File: config.mk
export PLATFORM = sky130hd
export DESIGN_NAME = alu_dispatch
export DESIGN_NICKNAME = d
export VERILOG_FILES = /design/src/rtl/alu_pkg.sv /design/src/rtl/cmd_fifo.sv /design/src/rtl/alu_dispatch.sv
export SDC_FILE = /design/constraint.sdc
export NUM_CORES = 1
export LEC_CHECK = 0
export BUFFER_PORTS_ARGS = -buffer_cell sky130_fd_sc_hd__buf_2
export CAP_MARGIN = 40
export CELL_PAD_IN_SITES_DETAIL_PLACEMENT = 0
export CELL_PAD_IN_SITES_GLOBAL_PLACEMENT = 2
export CORE_MARGIN = 4
export CORE_UTILIZATION = 42
export CTS_CLUSTER_DIAMETER = 50
export DETAILED_ROUTE_END_ITERATION = 16
export PLACE_DENSITY_LB_ADDON = 0.1
export SLEW_MARGIN = 15
export SYNTH_ARGS = -nofsm -noshare
export SYNTH_HDL_FRONTEND = slang
export SYNTH_SLANG_ARGS = --single-unit
File: constraint.sdc
create_clock -name clk -period 3 [get_ports clk]
set_input_delay 0.3 -clock clk [delete_from_list [all_inputs] [get_ports clk]]
set_output_delay 0.3 -clock clk [all_outputs]
set_load 0.005 [all_outputs]
File: src/rtl/alu_pkg.sv
// Shared ALU dispatch definitions.
// Holds the opcode values, FSM state encoding and the queued command layout.
package alu_pkg;

  localparam logic [1:0] MODE_MULU = 2'd0;
  localparam logic [1:0] MODE_DIVU = 2'd1;
  localparam logic [1:0] MODE_AND  = 2'd2;
  localparam logic [1:0] MODE_OR   = 2'd3;

  localparam logic [1:0] S_IDLE  = 2'd0;
  localparam logic [1:0] S_ISSUE = 2'd1;
  localparam logic [1:0] S_WAIT  = 2'd2;
  localparam logic [1:0] S_HOLD  = 2'd3;

  typedef struct packed {
    logic [1:0]  mode;
    logic [31:0] a;
    logic [31:0] b;
  } cmd_t;

endpackage

File: src/rtl/cmd_fifo.sv
// Synchronous command FIFO, DEPTH x 66 bits, with occupancy count.
// Ports: clk, rst_n, push/din, pop/dout (head), count.
module cmd_fifo #(
  parameter int DEPTH = 4,
  parameter int CW    = 3
) (
  input  logic          clk,
  input  logic          rst_n,
  input  logic          push,
  input  logic [65:0]   din,
  input  logic          pop,
  output logic [65:0]   dout,
  output logic [CW-1:0] count
);

  localparam int AW = $clog2(DEPTH);

  logic [65:0]   mem [DEPTH];
  logic [AW-1:0] wr_ptr;
  logic [AW-1:0] rd_ptr;
  logic          do_push;
  logic          do_pop;

  assign do_push = push && (count < CW'(DEPTH));
  assign do_pop  = pop && (count != '0);
  assign dout    = mem[rd_ptr];

  always_ff @(posedge clk) begin
    if (do_push) mem[wr_ptr] <= din;
  end

  // Pointers wrap naturally since DEPTH is a power of two.
  always_ff @(posedge clk or negedge rst_n) begin
    if (!rst_n) begin
      wr_ptr <= '0;
      rd_ptr <= '0;
      count  <= '0;
    end else begin
      if (do_push) wr_ptr <= wr_ptr + AW'(1);
      if (do_pop)  rd_ptr <= rd_ptr + AW'(1);
      case ({do_push, do_pop})
        2'b10:   count <= count + CW'(1);
        2'b01:   count <= count - CW'(1);
        default: count <= count;
      endcase
    end
  end

endmodule

File: src/rtl/alu_dispatch.sv
// Queues ALU commands and issues them one at a time to a multi-cycle ALU.
// Ports: cmd_* in, alu_* to/from ALU, res_* result handshake, cmd_count.
module alu_dispatch
  import alu_pkg::*;
#(
  parameter int DEPTH = 4,
  parameter int CW    = 3
) (
  input  logic          clk,
  input  logic          rst_n,
  input  logic          cmd_valid,
  output logic          cmd_ready,
  input  logic [1:0]    cmd_mode,
  input  logic [31:0]   cmd_a,
  input  logic [31:0]   cmd_b,
  output logic          alu_valid,
  output logic [1:0]    alu_mode,
  output logic [31:0]   alu_in_A,
  output logic [31:0]   alu_in_B,
  input  logic          alu_ready,
  input  logic [63:0]   alu_out,
  output logic          res_valid,
  input  logic          res_ready,
  output logic [63:0]   res_data,
  output logic [1:0]    res_mode,
  output logic [CW-1:0] cmd_count
);

  logic [1:0] state;
  cmd_t       head;
  cmd_t       in_cmd;
  logic       push;
  logic       pop;
  logic       q_empty;

  assign in_cmd    = '{mode: cmd_mode, a: cmd_a, b: cmd_b};
  assign cmd_ready = cmd_count < CW'(DEPTH);
  assign push      = cmd_valid && cmd_ready;
  assign q_empty   = cmd_count == '0;
  assign alu_valid = state == S_ISSUE;

  // Head is taken from idle, or straight after a consumed result.
  assign pop = !q_empty &&
               ((state == S_IDLE) ||
                ((state == S_HOLD) && res_ready));

  cmd_fifo #(
    .DEPTH (DEPTH),
    .CW    (CW)
  ) u_fifo (
    .clk   (clk),
    .rst_n (rst_n),
    .push  (push),
    .din   (in_cmd),
    .pop   (pop),
    .dout  (head),
    .count (cmd_count)
  );

  always_ff @(posedge clk or negedge rst_n) begin
    if (!rst_n) begin
      state     <= S_IDLE;
      alu_mode  <= '0;
      alu_in_A  <= '0;
      alu_in_B  <= '0;
      res_valid <= 1'b0;
      res_data  <= '0;
      res_mode  <= '0;
    end else begin
      if (pop) begin
        alu_mode <= head.mode;
        alu_in_A <= head.a;
        alu_in_B <= head.b;
      end
      case (state)
        S_IDLE: begin
          if (pop) state <= S_ISSUE;
        end
        S_ISSUE: begin
          state <= S_WAIT;
        end
        S_WAIT: begin
          if (alu_ready) begin
            res_data  <= alu_out;
            res_mode  <= alu_mode;
            res_valid <= 1'b1;
            state     <= S_HOLD;
          end
        end
        S_HOLD: begin
          if (res_ready) begin
            res_valid <= 1'b0;
            state     <= pop ? S_ISSUE : S_IDLE;
          end
        end
        default: state <= S_IDLE;
      endcase
    end
  end

endmodule

; ---- Word level (Yosys, flattened, before mapping)
; Memory sizes are Yosys's and may differ from the RTL's. A register that Yosys moved wholly into a read port is not among the register bits.
; Index checks and enable logic that the tools add are counted.
[totals]
mem_bits_rw = 264
word_cells = 48
n_memories = 1
regBits = 76
out_inout_bits = 138
inputBits = 135
[mem_list]
columns = memory, words, word_bits, read_ports, rd_ports_with_merged_regs, wr, line_no
row1 = u_fifo.mem, 4, 66, 1, 1, 1, cmd_fifo.sv:18  ; logic [65:0] mem [DEPTH];
[classes]
eq_ne = 8
mux = 11
n_lt_le_gt_ge = 1
addsub = 4
reduce_logical = 16
[ops]
columns = op, count
row1 = 2-bit one-hot mux with 4 select lines, 1
row2 = "2-bit == test, second input constant", 3
row3 = 2-bit two-way mux, 3
row4 = "2-bit inequality test, second input constant", 3
row5 = 3-bit one-hot mux with 2 select lines, 1
row6 = 3-bit AND reduction, 2
row7 = 1-bit logical AND, 5
row8 = 1-bit two-way mux, 5
row9 = "2-bit by 1-bit adder with 2-bit output, second input constant", 2
row10 = "2-bit by 1-bit == test with 1-bit output, second input constant", 2
row11 = 2-bit nonzero test, 2
row12 = "3-bit by 1-bit adder with 3-bit output, second input constant", 1
row13 = 3-bit zero test, 1
row14 = "3-bit < comparator, second input constant", 1
row15 = 3-bit nonzero test, 1
row16 = "3-bit by 1-bit subtractor with 3-bit output, second input constant", 1
row17 = 1-bit zero test, 2
row18 = 2-bit zero test, 1
row19 = 1-bit one-hot mux with 2 select lines, 1
row20 = 2-bit AND reduction, 1
row21 = 1-bit logical OR, 1

; ---- Logic depth before layout (Yosys ltp)
; Gate-level depths: netlist (run 1).
[depth]
depth_word = 7
ltp_mapped = 13
mapped_depth_nobuf = 11

; ---- By module
; A second synthesis (run 1) with hierarchy kept.
[unflattened]
cells_unflattened = 690
hier_area_um2 = 15110.7
[by_module_without_submodules]
columns = module, instances, area_each_um2, cells_per_inst
row1 = cmd_fifo, 1, 9954.5, 383
row2 = alu_dispatch, 1, 5156.2, 307

; ---- Worst setup path after synthesis (run 1)
; Ideal clock, no wire load.
[synth_timing]
path_type = flip-flop to flip-flop
startpoint = register u_fifo.count[2]
endpoint = memory u_fifo.mem[0][0], enable pin
stages_incl_launch_ff = 4
setup_ps = 431
t_arrival_ps = 2325
path_slack_ps = 244
path_buffers = 1
cell_sequence = dfrtp_1 > nor2b_1 > clkbuf_1 > and2_1
[synth_via]
elab_chain_cells = 5
[synth_rtl]
columns = element, line_no
row1 = from (decl), cmd_fifo.sv:13  ; output logic [CW-1:0] count
row2 = from (signal assigned), cmd_fifo.sv:42  ; 2'b10: count <= count + CW'(1);
row3 = from (signal assigned), cmd_fifo.sv:43  ; 2'b01: count <= count - CW'(1);
row4 = from (signal assigned), cmd_fifo.sv:44  ; default: count <= count;
row5 = 3-bit < comparator *, "cmd_fifo.sv:24, alu_dispatch.sv:37"
row6 = 1-bit logical AND, alu_dispatch.sv:38  ; assign push = cmd_valid && cmd_ready;
row7 = 1-bit logical AND *, cmd_fifo.sv:24  ; assign do_push = push && (count < CW'(DEPTH));
row8 = 1-bit two-way mux *, cmd_fifo.sv:29  ; if (do_push) mem[wr_ptr] <= din;
row9 = 1-bit two-way mux (not written as such) *, cmd_fifo.sv:29
row10 = to (decl), cmd_fifo.sv:18
; Every way passes the cells marked *; elsewhere a longest branch is shown, timed or not.

; ---- Worst setup path after layout (run 1)
[layout_timing]
startpoint = register state[0]
endpoint = register u_fifo.count[2]
[layout_via]
elab_chain_cells = 7
[layout_rtl]
columns = element, line_no
row1 = from (decl), alu_dispatch.sv:29  ; logic [1:0] state;
row2 = from (signal assigned), alu_dispatch.sv:93  ; state <= pop ? S_ISSUE : S_IDLE;
row3 = 2-bit == test, alu_dispatch.sv:45  ; ((state == S_HOLD) && res_ready));
row4 = 1-bit logical AND, alu_dispatch.sv:45
row5 = 1-bit logical OR *, alu_dispatch.sv:44  ; ((state == S_IDLE) ||
row6 = 1-bit logical AND *, alu_dispatch.sv:43  ; assign pop = !q_empty &&
row7 = 1-bit logical AND *, cmd_fifo.sv:25  ; assign do_pop = pop && (count != '0);
row8 = 2-bit by 1-bit == test with 1-bit output / 2-bit == test (equally long branches), cmd_fifo.sv:41  ; case ({do_push, do_pop})
row9 = 3-bit one-hot mux with 2 select lines / 2-bit nonzero test (equally long branches), --
; Marks and branches as above.
; A chain may end at the register's enable or synchronous reset.

==> results of run 1 <==
## cells in the final DEF (no fill, tap or decap), types with 3 or more instances in the layout
cell type,netlist,layout
inv_1,9,9
nand2_1,5,4
bufinv_16,0,8
dlygate4sd3_1,0,131
mux4_2,66,66
clkbuf_1,8,8
mux2_4,18,18
and2_4,0,4
mux2_2,114,114
clkinv_2,0,11
buf_12,2,10
buf_2,12,271
ha_1,10,10
edfxtp_1,264,264
dfrtp_1,142,140
clkinvlp_4,0,3
xnor2_1,4,4
clkbuf_16,0,47
buf_4,2,10
## layer usage
layer | vias up | routed length [um]
li1 | 3614 | -
met1 | 3992 | 13600
met2 | 243 | 15700
met3 | 41 | 2220
met4 | 0 | 633
met5 | - | 0
## worst register-to-register path, delay by kind of cell (launching register included)
family / cells / cell delay, ns
xor+xnor: 2 / 0.27
compound gates: 1 / 0.06
fa+ha+maj: 3 / 0.73
buf+inv: 3 / 0.29
flops: 1 / 0.42
simple gates: 2 / 0.40
## layout make-up
type | count | area (um^2) | area share
Multi-Input combinational cell | 242 | 3420 | 0.170
Clock buffer | 56 | 1220 | 0.0607
Sequential cell | 406 | 11500 | 0.572
Clock inverter | 29 | 390 | 0.0194
Antenna cell | 1 | 2.50 | 0.000125
Tap cell | 461 | 577 | 0.0287
Inverter | 10 | 38.8 | 0.00193
Timing Repair Buffer | 423 | 2950 | 0.147
## worst max path at each step
stage | start | endpoint | slack, ns | depth (start not counted)
floorplan | u_fifo.count[2] | u_fifo.mem[0][0] | 0.24 | 3
finish | state[0] | u_fifo.count[2] | 0.76 | 11
detailed placement | state[0] | u_fifo.count[2] | 0.76 | 11
global placement | state[0] | u_fifo.count[2] | 0.79 | 11
CTS | state[0] | u_fifo.count[2] | 0.75 | 11
global route | state[0] | u_fifo.count[2] | 0.53 | 11
## state kept, by name, summed over array words and instances (netlist names), 3 cells and up
| signal | count |
|---|---|
| alu_in_A | 32 |
| alu_in_B | 32 |
| u_fifo.count | 3 |
| res_data | 64 |
| u_fifo.mem | 264 |
## through the flow
stage	instances	power (uW)	area [um^2]	hold WS [ns]	worst slack [ns]
detailed placement	1411	14400	17200	0.409	0.762
global route	1628	21300	20100	0.0380	0.530
global placement	1411	14300	17200	0.406	0.792
floorplan	688	12100	15100	0.00441	0.244
CTS	1627	20400	20100	0.00613	0.748
finish	1628	20000	20100	0.0494	0.765
## kinds of logic (layout without fill, tap and decap cells)
| kind of cell | count (synthesis) | in the layout | synth area share |
|---|---|---|---|
| mux | 199 | 199 | 0.202 |
| fa+ha+maj | 11 | 11 | 0.00960 |
| simple gates | 19 | 19 | 0.00711 |
| compound gates | 7 | 7 | 0.00306 |
| buf+inv | 40 | 518 | 0.0158 |
| xor+xnor | 6 | 6 | 0.00347 |
| flops | 406 | 406 | 0.759 |
| other cells | 0 | 1 | 0 |
## power by group through the flow
stage | clock network [uW] | registers (uW) | logic, uW
6_report | 5840 | 8310 | 5890
5_1_grt | 6280 | 8500 | 6500
4_1_cts | 6020 | 8350 | 6070
3_5_place_dp | 0 | 8450 | 5930
3_3_place_gp | 0 | 8420 | 5890
2_1_floorplan | 0 | 8310 | 3820
==> key figures, run 1 <==
Clocking
  – Number of hold buffers added after cts: 131
  – Post-CTS setup buffer count: 0
  – CTS max path bufs: 3
  – Root Driver: clkbuf_16
  – Cts repair resizes: 0
  – Clock Latency Late Sink: around 0.56 ns
  – CTS buffer count: 46
  – Depth of the CTS H-tree: 2
  – Clk pin slew, worst setup/hold paths: ~0.060 ns
  – Total clock sinks: 406
  – CTS tree: done

Yosys
  – Synth area leader: edfxtp_1
  – Top post-synthesis cells by area: edfxtp_1 52%, dfrtp_1 23%, mux4_2 9.8%
  – Area share of the largest cell type after synthesis: 0.524
  – Cells after Synth: between 600 and 700
  – Top FF cell, synth: edfxtp_1
  – Post-synth EDFFs: between 200 and 300
  – Post-Syn Area: about 15000 um^2
  – Count of unique library cells instantiated by Yosys: 34
  – Ys Warns: 0
  – Most frequent cell after synthesis: edfxtp_1
  – Top cells by count, synth: 264 x edfxtp_1, 142 x dfrtp_1, 114 x mux2_2, 66 x mux4_2, 18 x mux2_4
  – Synth Net Count: between 800 and 900
  – Yosys reg bits: 406
  – Sequential share of the synthesized area: 0.759
  – Avg Inst Size Synth: approximately 22 um^2
  – Fraction of registers with async set or reset after synthesis: 0.350

STA
  – Setup tns final: 0 ns
  – Period Utilization, post-route: 0.745
  – Setup Viol. Count Final: 0
  – Final Slew Violations: 0
  – Final min period: 2.24 ns
  – Final-report hold violation count: 0
  – Worst-Margin Slew: roughly 0.75 ns
  – Slew headroom: 0.502
  – Fmax: around 0.45 GHz
  – Worst Skew: ~0.014 ns
  – RSZ-0062 raised after global routing: false

Setup path
  – Crit path kind: flop to flop
  – CP required: roughly 3.5 ns
  – Crit-path max FO: 5
  – R2r setup slk: ~0.76 ns
  – CP Launch Type: flop
  – Reg2Reg Launch Point: state[0]
  – Reg2reg end: u_fifo.count[2]
  – Worst EP arrival: around 2.7 ns
  – Critical-path top delay cell: dfrtp_1
  – Crit path capture type: flop
  – WP buf/inv: 3
  – Worst R2R Path Depth: 11
  – Critical path's largest stage delay: approximately 0.42 ns
  – Critical path's top delay family: adder cells
  – Crit path cell chain: inv_1 > ha_1 > a21oi_1 > or2_1 > clkinv_2 > ha_1 > inv_1 > fa_1 > xor2_1 > nor2_1 > xnor2_1

Min path
  – Hold path depth: 3
  – Worst hold path startpoint: res_ready
  – HP Class: primary input to flop
  – Hold path endpoint: res_valid

Global routing
  – Met2 global-route usage: 0.275
  – Antenna violations before repair: 1
  – Global routing's busiest layer: met2
  – Met3 usage: 0.0427
  – Vias in the first global route: around 8700
  – GRT Resource Usage Total: 0.167
  – M1 GR Usage: 0.224
  – First-pass GRT wire length: 50700 um
  – Global route overflow: 0
  – Largest net degree at the start of global routing: 72

Power and ir drop
  – Power Density: approximately 1000 nW/um^2
  – Psw: approximately 5500 uW
  – Sequential power share: 0.415
  – Combinational Power Share: 0.294
  – Leak pwr: approximately 0.008 uW
  – Clk pwr share: 0.292
  – IR drop worst, VDD: around 0.76 mV
  – Switching Share: 0.275
  – Int Power: 14500 uW

Floorplan
  – Die H: 198 um
  – Initial Util: 0.425
  – Placement Rows: 69
  – Core Region: ~36000 um^2
  – Die area: approximately 39000 um^2
  – Chip Width: roughly 200 um
  – Top-level I/O count: between 200 and 300

Route
  – Final ANT Viol Nets: 0
  – First DRT Iteration DRCs: ~290
  – DRC violations left: 0
  – DRT Wirelength: between 30000 and 40000 um
  – WL/cell: ~20 um
  – Drt first pass iters: 4
  – DR vias: 7890
  – DR vias/cell: roughly 4.8

Run
  – Max Cap Viol: 0

Placement
  – GPL Wtd Cong: between 0.6 and 0.7
  – IO buf count: approximately 270
  – Dpl hpwl: just under 20000 um

Final layout
  – Fill count: about 2700
  – Final nets: 1275
  – Share of layout cells above drive strength 1: 0.491
  – Post-layout util: 0.565
  – P&R area growth vs syn: 32.8%

Outcome
  – Status: completed
No activity file was read; power rests on OpenSTA's default activity.
==> inputs of run 2 (changes only) <==
Settings changed: ABC_AREA set to 1, CORE_UTILIZATION 42 to 36.
Clock period 3 ns to 2.2 ns, I/O delays scaled along.
==> run 2 against run 1 <==
Against the previous run:
- clock skew increased by 0.0061 ns
- wire length is 29% higher
- core utilization down 8.0 points
- sequential cell count did not move
- die area grew 20%
- via count is 40% higher
- combinational power grew 65%
- register-to-register slack worse by 0.60 ns
- critical path depth increased by 1
- clock power is 39% higher
==> key figures, run 2 <==
Yosys
  – Count of unique library cells instantiated by Yosys: 23
  – Ys Warns: 0
  – Fraction of registers with async set or reset after synthesis: 0.350
  – Sequential share of the synthesized area: 0.730
  – Post-Syn Area: between 15000 and 20000 um^2
  – Cells after Synth: 1407
  – Synth Net Count: approximately 1600
  – Top cells by count, synth: 474 x nand2_1, 274 x nor2_1, 264 x edfxtp_1, 142 x dfrtp_1, 102 x o21ai_1
  – Top FF cell, synth: edfxtp_1
  – Area share of the largest cell type after synthesis: 0.504
  – Most frequent cell after synthesis: nand2_1
  – Top post-synthesis cells by area: edfxtp_1 50%, dfrtp_1 23%, nand2_1 11%
  – Avg Inst Size Synth: 11.2 um^2
  – Post-synth EDFFs: 264
  – Yosys reg bits: about 410
  – Synth area leader: edfxtp_1

Setup path
  – Worst Setup SP: state[0]
  – Crit-path max FO: 3
  – Critical-path top delay cell: dfrtp_1
  – Critical path's top delay family: adder cells
  – CP Launch Type: flop
  – Reg2Reg Launch Point: state[0]
  – CP required: approximately 2.7 ns
  – Crit path cell chain: inv_2 > ha_2 > inv_1 > nand2_1 > nand2_4 > inv_2 > ha_1 > inv_2 > fa_2 > a21oi_2 > o21ai_1 > xor2_1
  – Crit path capture type: flop
  – R2r setup slk: 0.16 ns
  – Cell mode on critical path: inv_2
  – Critical path's largest stage delay: just over 0.4 ns
  – Crit path kind: flop to flop
  – WP buf/inv: 4
  – Worst EP arrival: approximately 2.5 ns

Floorplan
  – Initial Util: 0.364
  – Chip Width: roughly 220 um
  – Placement Rows: 76
  – Top-level I/O count: approximately 270
  – Die area: 47100 um^2
  – Core Region: 43200 um^2
  – Die H: 217 um

Min path
  – HP Class: primary input to flop
  – Worst hold path startpoint: res_ready

Power and ir drop
  – Final Total Pwr: 28900 uW
  – Leak pwr: 0.00915 uW
  – Power Density: ~1400 nW/um^2
  – IR drop worst, VDD: approximately 0.94 mV

Clocking
  – Root Driver: clkbuf_16
  – CTS max path bufs: 3
  – Depth of the CTS H-tree: 2
  – Clk pin slew, worst setup/hold paths: about 0.060 ns
  – CTS buffer count: 48
  – Total clock sinks: 406
  – Clock Latency Late Sink: 0.58 ns
  – CTS tree: done

Final layout
  – FF/Latch Area: about 11000 um^2
  – Commonest non-fill, non-tap cell in the layout: nand2_1
  – Most frequent cells in the layout: 473 x nand2_1, 271 x buf_2, 270 x nor2_1, 264 x edfxtp_1, 140 x dfrtp_1
  – Final nets: 1971
  – Largest regs: u_fifo.mem (264), res_data (64)
  – Final Instance Count excl. Fillers: between 2000 and 2500
  – P&R area growth vs syn: 33.1%
  – Share of layout cells above drive strength 1: 0.216
  – Top reg by flops: u_fifo.mem
  – Multi-input logic area: approximately 3800 um^2
  – Max FFs per register: 264
  – Fill count: 4075

Global routing
  – First-pass GRT wire length: 64800 um
  – GRT Resource Usage Total: 0.175
  – Vias in the first global route: around 11000
  – Global route overflow: 0
  – Largest net degree at the start of global routing: just under 70
  – Antenna violations before repair: 3

STA
  – Final Slew Violations: 0
  – Slew headroom: 0.703
  – Period Utilization, post-route: 0.926
  – Setup WS post-layout: between 0.15 and 0.2 ns
  – Fmax: 0.491 GHz
  – Final-report hold violation count: 0
  – Final min period: about 2.0 ns
  – Setup Viol. Count Final: 0
  – Worst Skew: 0.0206 ns
  – Worst-Margin Slew: 0.446 ns
  – RSZ-0062 raised after global routing: false

Route
  – Drt first pass iters: 4
  – WL/cell: between 15 and 20 um
  – Final ANT Viol Nets: 0
  – DRT Wirelength: 41500 um
  – DR vias/cell: 4.50
  – First DRT Iteration DRCs: about 650
  – DRC violations left: 0
  – DR vias: roughly 11000

Placement
  – IO buf count: about 270
  – Inst Count DP: between 2000 and 2500
  – Dpl hpwl: 24100 um
  – Placement Setup Slack: 0.0738 ns
  – GPL Wtd Cong: 0.733

Run
  – Max Cap Viol: 0

Outcome
  – Status: completed
-- run 2: tightest hold or removal path: stages --
cell     delay (ns)
buf_2          0.10
o21ai_0        0.10
o21ai_0        0.13
o21ai_0        0.07
-- run 2: cell type report --
class	instances	share of cell area
antenna	2	0.000239
clock buffer	59	0.0604
clock inverter	31	0.0172
inverter	20	0.00371
multi-input combinational	909	0.180
sequential	406	0.549
tap	585	0.0350
timing repair buffer	440	0.155
-- run 2: cell families after synthesis --
logic type               after synthesis  synth area share
adder cells (fa/ha/maj)               11           0.00923
AO/OA/AOI/OAI                        140            0.0447
flip-flops                           406             0.730
XOR/XNOR                               4           0.00223
AND/OR/NAND/NOR                      754             0.181
buffers and inverters                 92            0.0335
-- run 2: worst paths after layout --
kind	cells after the start	end
max	12	u_fifo.count[2]
min	4	res_valid
max reg2reg	12	u_fifo.count[2]
min reg2reg	2	res_data[0]
max in group asynchronous	3	alu_in_B[12]
min in group asynchronous	2	res_data[22]
-- run 2: power breakdown --
part,internal (uW),switching [uW],total [uW]
Clock,4930,3160,8100
Sequential,10200,912,11100
Combinational,3700,6030,9730
Total,18800,10100,28900
-- run 2: metrics by stage --
step / util / area [um^2] / hold WS (ns) / TNS (ns)
after global placement: 0.416 / 17900 / 0.180 / 0
after global routing: 0.485 / 20900 / 0.121 / 0
after floorplan: - / 15700 / -0.0756 / -174.27
after detailed placement: 0.416 / 18000 / 0.183 / 0
final: 0.485 / 20900 / 0.0887 / 0
after CTS: 0.484 / 20900 / 0.0583 / 0
-- run 2: per-layer routing --
layer  share of wire  global-route usage
met2            0.47               0.293
met3           0.050              0.0328
met1            0.46               0.234
met4           0.021              0.0517
met5         0.00029                   0
-- run 2: repair_timing --
action,in CTS,in global routing
endpoints found under the hold margin,441,0
buffers inserted,0,1
hold buffers,131,0
resized for setup,0,7
endpoints found under the setup margin,0,1
